<file path="src/rtl/axi_llc_pkg.sv">
// Shared LLC types: static cache configuration and the partition-table FSM states.
package axi_llc_pkg;

  typedef struct packed {
    int unsigned SetAssociativity;
    int unsigned NumLines;
    int unsigned NumBlocks;
    int unsigned BlockSize;
    int unsigned TagLength;
    int unsigned IndexLength;
    int unsigned BlockOffsetLength;
    int unsigned ByteOffsetLength;
    int unsigned SPMLength;
  } llc_cfg_t;

  typedef enum logic [2:0] {
    IDLE   = 3'd0,
    CALC   = 3'd1,
    CHECK  = 3'd2,
    FLUSH  = 3'd3,
    COMMIT = 3'd4
  } part_cfg_state_e;

  // Counter/ID width that stays legal for single-entry tables.
  function automatic int unsigned clog2_min1(input int unsigned n);
    return (n > 32'd1) ? $clog2(n) : 32'd1;
  endfunction

endpackage

</file>
<file path="src/rtl/axi_llc_partition_ctrl.sv">
// Cache-partition table: SW fills a shadow table, a commit packs it from index 0,
// validates it, flushes the LLC and then swaps it atomically into the active table.
module axi_llc_partition_ctrl
  import axi_llc_pkg::*;
#(
  parameter llc_cfg_t    Cfg              = llc_cfg_t'{default: '0},
  parameter int unsigned NumPartitions    = 32'd4,
  parameter type         partition_size_t = logic [$clog2(Cfg.NumLines):0],
  parameter type         index_t          = logic [((Cfg.IndexLength > 32'd0) ? Cfg.IndexLength : 32'd1)-1:0],
  localparam int unsigned IdW             = clog2_min1(NumPartitions)
) (
  input  logic            clk_i,
  input  logic            rst_ni,
  input  logic            cfg_valid_i,
  output logic            cfg_ready_o,
  input  logic [IdW-1:0]  cfg_id_i,
  input  partition_size_t cfg_size_i,
  input  logic            commit_valid_i,
  output logic            commit_ready_o,
  output logic            busy_o,
  output logic            cfg_err_o,
  output logic            flush_req_o,
  input  logic            flush_ack_i,
  input  logic [IdW-1:0]  lkp_id_i,
  output partition_size_t lkp_pat_size_o,
  output index_t          lkp_start_index_o,
  output partition_size_t share_size_o,
  output index_t          share_index_o
);

  localparam int unsigned LineW = (Cfg.NumLines > 32'd1) ? $clog2(Cfg.NumLines) : 32'd1;
  // Wide enough for NumPartitions full-cache sizes, so an over-subscription never wraps.
  localparam int unsigned AccW  = LineW + 32'd1 + IdW;

  typedef logic [AccW-1:0] acc_t;
  typedef logic [IdW-1:0]  idx_t;

  typedef struct packed {
    partition_size_t pat_size;
    index_t          start_index;
  } part_cfg_t;

  localparam acc_t            NumLinesAcc  = acc_t'(Cfg.NumLines);
  localparam partition_size_t NumLinesSize = partition_size_t'(Cfg.NumLines);

  part_cfg_state_e state_r;
  idx_t            idx_r;
  acc_t            acc_r;
  logic            any_zero_r;
  logic            busy_r;
  logic            cfg_err_r;
  logic            flush_req_r;
  partition_size_t share_size_nxt_r;
  index_t          share_index_nxt_r;

  part_cfg_t       shadow_r [NumPartitions];
  part_cfg_t       active_r [NumPartitions];
  partition_size_t share_size_r;
  index_t          share_index_r;

  logic            cfg_fire_s;
  logic            cfg_id_ok_s;

  // A fully packed table with an empty partition would leave that partition no lines at all.
  function automatic logic reject_commit(input acc_t acc, input logic any_zero);
    return (acc > NumLinesAcc) || ((acc == NumLinesAcc) && any_zero);
  endfunction

  assign cfg_fire_s  = cfg_valid_i && !busy_r;
  assign cfg_id_ok_s = (32'(cfg_id_i) < NumPartitions);

  // Shadow table: SW size writes in IDLE, packed start indices during CALC.
  always_ff @(posedge clk_i or negedge rst_ni) begin
    if (!rst_ni) begin
      for (int i = 0; i < int'(NumPartitions); i++) begin
        shadow_r[i] <= '0;
      end
    end else begin
      if (cfg_fire_s && cfg_id_ok_s) begin
        shadow_r[cfg_id_i].pat_size <= cfg_size_i;
      end
      if (state_r == CALC) begin
        shadow_r[idx_r].start_index <= index_t'(acc_r);
      end
    end
  end

  // Commit sequencer: pack, validate, flush handshake, apply.
  always_ff @(posedge clk_i or negedge rst_ni) begin
    if (!rst_ni) begin
      state_r           <= IDLE;
      idx_r             <= '0;
      acc_r             <= '0;
      any_zero_r        <= 1'b0;
      busy_r            <= 1'b0;
      cfg_err_r         <= 1'b0;
      flush_req_r       <= 1'b0;
      share_size_nxt_r  <= NumLinesSize;
      share_index_nxt_r <= '0;
    end else begin
      cfg_err_r <= 1'b0;
      case (state_r)
        IDLE: begin
          if (commit_valid_i) begin
            state_r    <= CALC;
            busy_r     <= 1'b1;
            idx_r      <= '0;
            acc_r      <= '0;
            any_zero_r <= 1'b0;
          end
        end
        CALC: begin
          acc_r <= acc_r + acc_t'(shadow_r[idx_r].pat_size);
          if (shadow_r[idx_r].pat_size == '0) begin
            any_zero_r <= 1'b1;
          end
          if (32'(idx_r) == NumPartitions - 32'd1) begin
            state_r <= CHECK;
          end else begin
            idx_r <= idx_r + idx_t'(1);
          end
        end
        CHECK: begin
          if (reject_commit(acc_r, any_zero_r)) begin
            cfg_err_r <= 1'b1;
            busy_r    <= 1'b0;
            state_r   <= IDLE;
          end else begin
            share_size_nxt_r  <= partition_size_t'(NumLinesAcc - acc_r);
            share_index_nxt_r <= index_t'(acc_r);
            flush_req_r       <= 1'b1;
            state_r           <= FLUSH;
          end
        end
        FLUSH: begin
          if (flush_ack_i && flush_req_r) begin
            flush_req_r <= 1'b0;
            state_r     <= COMMIT;
          end
        end
        COMMIT: begin
          busy_r  <= 1'b0;
          state_r <= IDLE;
        end
        default: begin
          busy_r      <= 1'b0;
          flush_req_r <= 1'b0;
          state_r     <= IDLE;
        end
      endcase
    end
  end

  // Active table: only ever loaded as a whole, so lookups never see a half-applied table.
  always_ff @(posedge clk_i or negedge rst_ni) begin
    if (!rst_ni) begin
      for (int i = 0; i < int'(NumPartitions); i++) begin
        active_r[i] <= '0;
      end
      share_size_r  <= NumLinesSize;
      share_index_r <= '0;
    end else if (state_r == COMMIT) begin
      for (int i = 0; i < int'(NumPartitions); i++) begin
        active_r[i] <= shadow_r[i];
      end
      share_size_r  <= share_size_nxt_r;
      share_index_r <= share_index_nxt_r;
    end
  end

  // Zero-latency lookup from the active table.
  always_comb begin
    lkp_pat_size_o    = '0;
    lkp_start_index_o = '0;
    if (32'(lkp_id_i) < NumPartitions) begin
      lkp_pat_size_o    = active_r[lkp_id_i].pat_size;
      lkp_start_index_o = active_r[lkp_id_i].start_index;
    end else begin
      lkp_pat_size_o    = '0;
      lkp_start_index_o = '0;
    end
  end

  assign cfg_ready_o    = !busy_r;
  assign commit_ready_o = !busy_r;
  assign busy_o         = busy_r;
  assign cfg_err_o      = cfg_err_r;
  assign flush_req_o    = flush_req_r;
  assign share_size_o   = share_size_r;
  assign share_index_o  = share_index_r;

endmodule
</file>
<file path="config.mk">
export PLATFORM = sky130hd
export DESIGN_NAME = axi_llc_partition_ctrl
export DESIGN_NICKNAME = d
export VERILOG_FILES = /design/src/rtl/axi_llc_pkg.sv /design/src/rtl/axi_llc_partition_ctrl.sv
export SDC_FILE = /design/constraint.sdc
export NUM_CORES = 1
export LEC_CHECK = 0
export CAP_MARGIN = 30
export CORE_MARGIN = 8
export CORE_UTILIZATION = 36
export DETAILED_ROUTE_END_ITERATION = 12
export SKIP_LAST_GASP = 1
export SYNTH_ARGS = -nofsm -noshare
export SYNTH_HDL_FRONTEND = slang
export SYNTH_SLANG_ARGS = --single-unit
</file>
<file path="constraint.sdc">
create_clock -name clk_i -period 2.34 [get_ports clk_i]
set_clock_uncertainty 0.05 [all_clocks]
set_input_delay 0.585 -clock clk_i [delete_from_list [all_inputs] [get_ports clk_i]]
set_output_delay 0.585 -clock clk_i [all_outputs]
set_load 0.03 [all_outputs]
</file>
==> results.ini <==
[outcome]
status=complete, no violations

[job]
drv_cap=0

[critical_path]
path_class=input port to output port
worstPathRequired_ns=1.70
cp-start-kind=input port
worst_ep_arrival_time_ns=1.63
endpoint_kind=output port
worst-r2r-cell-count=4
path_max_fanout=2

[routing]
vias_per_cell=5.17
ant_nets=0
drt_iter0_markers=36
firstDrtPassIters=4
drc=0
post_drt_wl_per_cell_um=15.2
vias=997
wirelength_um=2930

[cts]
clock-root-buffer=clkbuf_8
cts_setup_buffers=0
cts_tree=yes
clkLatencyLatePin_ns=0.28
cts.repair.resized=7
cts_max_level=2
cts_sinks=31
clk_pin_slew_ns=0.06
cts_hold_buf=0
numCtsBuffers=5
clockBufferDepth=2

[synth]
synth_edf_count=0
synth_fp_nets=135
synth_cell_types=33
synth-seq-cells=31
syn_area_um2=1530
synth_cells=119
synthFlopType=dfrtp_1
yosys_warnings=0
avgSynthCellArea_um2=12.8
synth-async-reset-ratio=1.00
yosysSeqAreaShare=0.508

[die]
core-area_um2=4060
ioPinCount=19
initial_core_util=0.377
rows=23
die_w_um=81.1
dieArea_um2=6580
die_h_um=81.1

[cells_and_area]
fin_util=0.450
fin_area_um2=1830
drive_above_1_share=0.238
layout_common_cells=dfrtp_1 (31), mux2_2 (16), clkdlybuf4s50_1 (15), inv_1 (6), ha_1 (6)
fill_cells=379
multi_input_area_um2=679
register_area_um2=776
layout_commonest_cell=dfrtp_1
syn2layout_area_growth_pct=19.6
fin_nets=158
antenna_cells=0

[global_routing]
track_usage=0.100
antenna_found_initial=0
grt.overflow.total=0
grt_max_degree=32
grt_pass1_wl_um=5110
first_global_vias=1092

[placed_design]
port-buffer-count=18
dp_hpwl_um=2110
placed_area_um2=1750
place_ws_ns=-0.508
gp_congestion=0.751

[sta]
min_period_ns=2.26
finalHoldViolCount=0
max_freq_mhz=442
setup_violations=0
relSlewSlack=0.688
rsz0062_at_grt=false
setup-tns-final_ns=0
worst_slew_pin_slew_ns=0.465
setup_ws_ns=0.0752
report.final.slew_viol_count=0
finalCritPeriodShare=0.968

[power_and_ir_drop]
leakage_nw=0.847
peakVddDrop_mv=0.376
p_per_area_nw_per_um2=1110

[hold_path]
hold_path_depth=1
hold_path_class=flop to flop

cell usage after synthesis, types with 2 or more instances:
master     number  area share
a21oi_1         3      0.0098
a22o_1          2       0.011
buf_4           3       0.015
buf_6           2       0.015
dfrtp_1        31        0.51
ha_1            6       0.049
inv_1           6       0.015
mux2_2         16        0.12
mux2i_1         3       0.020
mux4_2          2       0.029
nand2_1         5       0.012
nand2b_1        3       0.012
nand3_1         2      0.0066
nor2_1          4      0.0098
nor2b_1         2      0.0082
nor3_1          4       0.013
nor4bb_1        2       0.013
o21ai_0         5       0.016
o2bb2ai_1       4       0.023
kinds of logic after synthesis:
family,Yosys count,share of synthesized area
simple gates,26,0.106
mux,23,0.194
fa+ha+maj,6,0.0491
compound gates,21,0.0958
flops,31,0.508
buf+inv,12,0.0475
worst paths after layout:
| check | from | end | slack [ns] |
|---|---|---|---|
| min in group asynchronous | rst_ni | cfg_err_o | 0.65 |
| worst max register to register | idx_r[0] | acc_r[1] | 0.41 |
| max in group asynchronous | rst_ni | active_r[5] | 1.30 |
| worst min register to register | shadow_r[2] | active_r[2] | 0.45 |
| worst min-delay path | shadow_r[2] | active_r[2] | 0.45 |
| worst max-delay path | lkp_id_i[1] | lkp_pat_size_o | 0.08 |
flip-flops by register name, summed over array words and instances (netlist names):
name,cells
share_size_nxt_r,1
flush_req_o,1
acc_r,4
busy_o,1
state_r,3
shadow_r,8
share_size_o,1
idx_r,2
any_zero_r,1
cfg_err_o,1
active_r,8
stage by stage:
stage          hold WS (ns)  power (W)  instances
2_1_floorplan         0.239    0.00142        119
3_3_place_gp          0.437    0.00162        185
3_5_place_dp          0.447    0.00165        185
4_1_cts               0.462    0.00206        193
5_1_grt               0.481    0.00219        193
6_report              0.454    0.00203        193
power breakdown:
| group | total [W] | switching (W) | internal (W) |
|---|---|---|---|
| clock | 0.000397 | 0.000189 | 0.000208 |
| combinational | 0.000746 | 0.000375 | 0.000371 |
| sequential | 0.000883 | 0.000184 | 0.000699 |
worst max-delay path: stages:
cell and delay, ns:
clkdlybuf4s50_1 0.49, buf_4 0.11, mux4_2 0.29, buf_6 0.16
routing by layer:
layer  GRT usage  wire, um
met1       0.121      1330
met2       0.155      1350
met3      0.0442       206
met4      0.0375        44
met5           0         0
cell type report:
| cell class | instances | share of cell area |
|---|---|---|
| Clock buffer | 7 | 0.0418 |
| Tap cell | 50 | 0.0342 |
| Inverter | 6 | 0.0123 |
| Timing Repair Buffer | 22 | 0.112 |
| Sequential cell | 31 | 0.425 |
| Multi-Input combinational cell | 76 | 0.372 |
| Clock inverter | 1 | 0.00274 |
(Power assumes the default switching activity.)
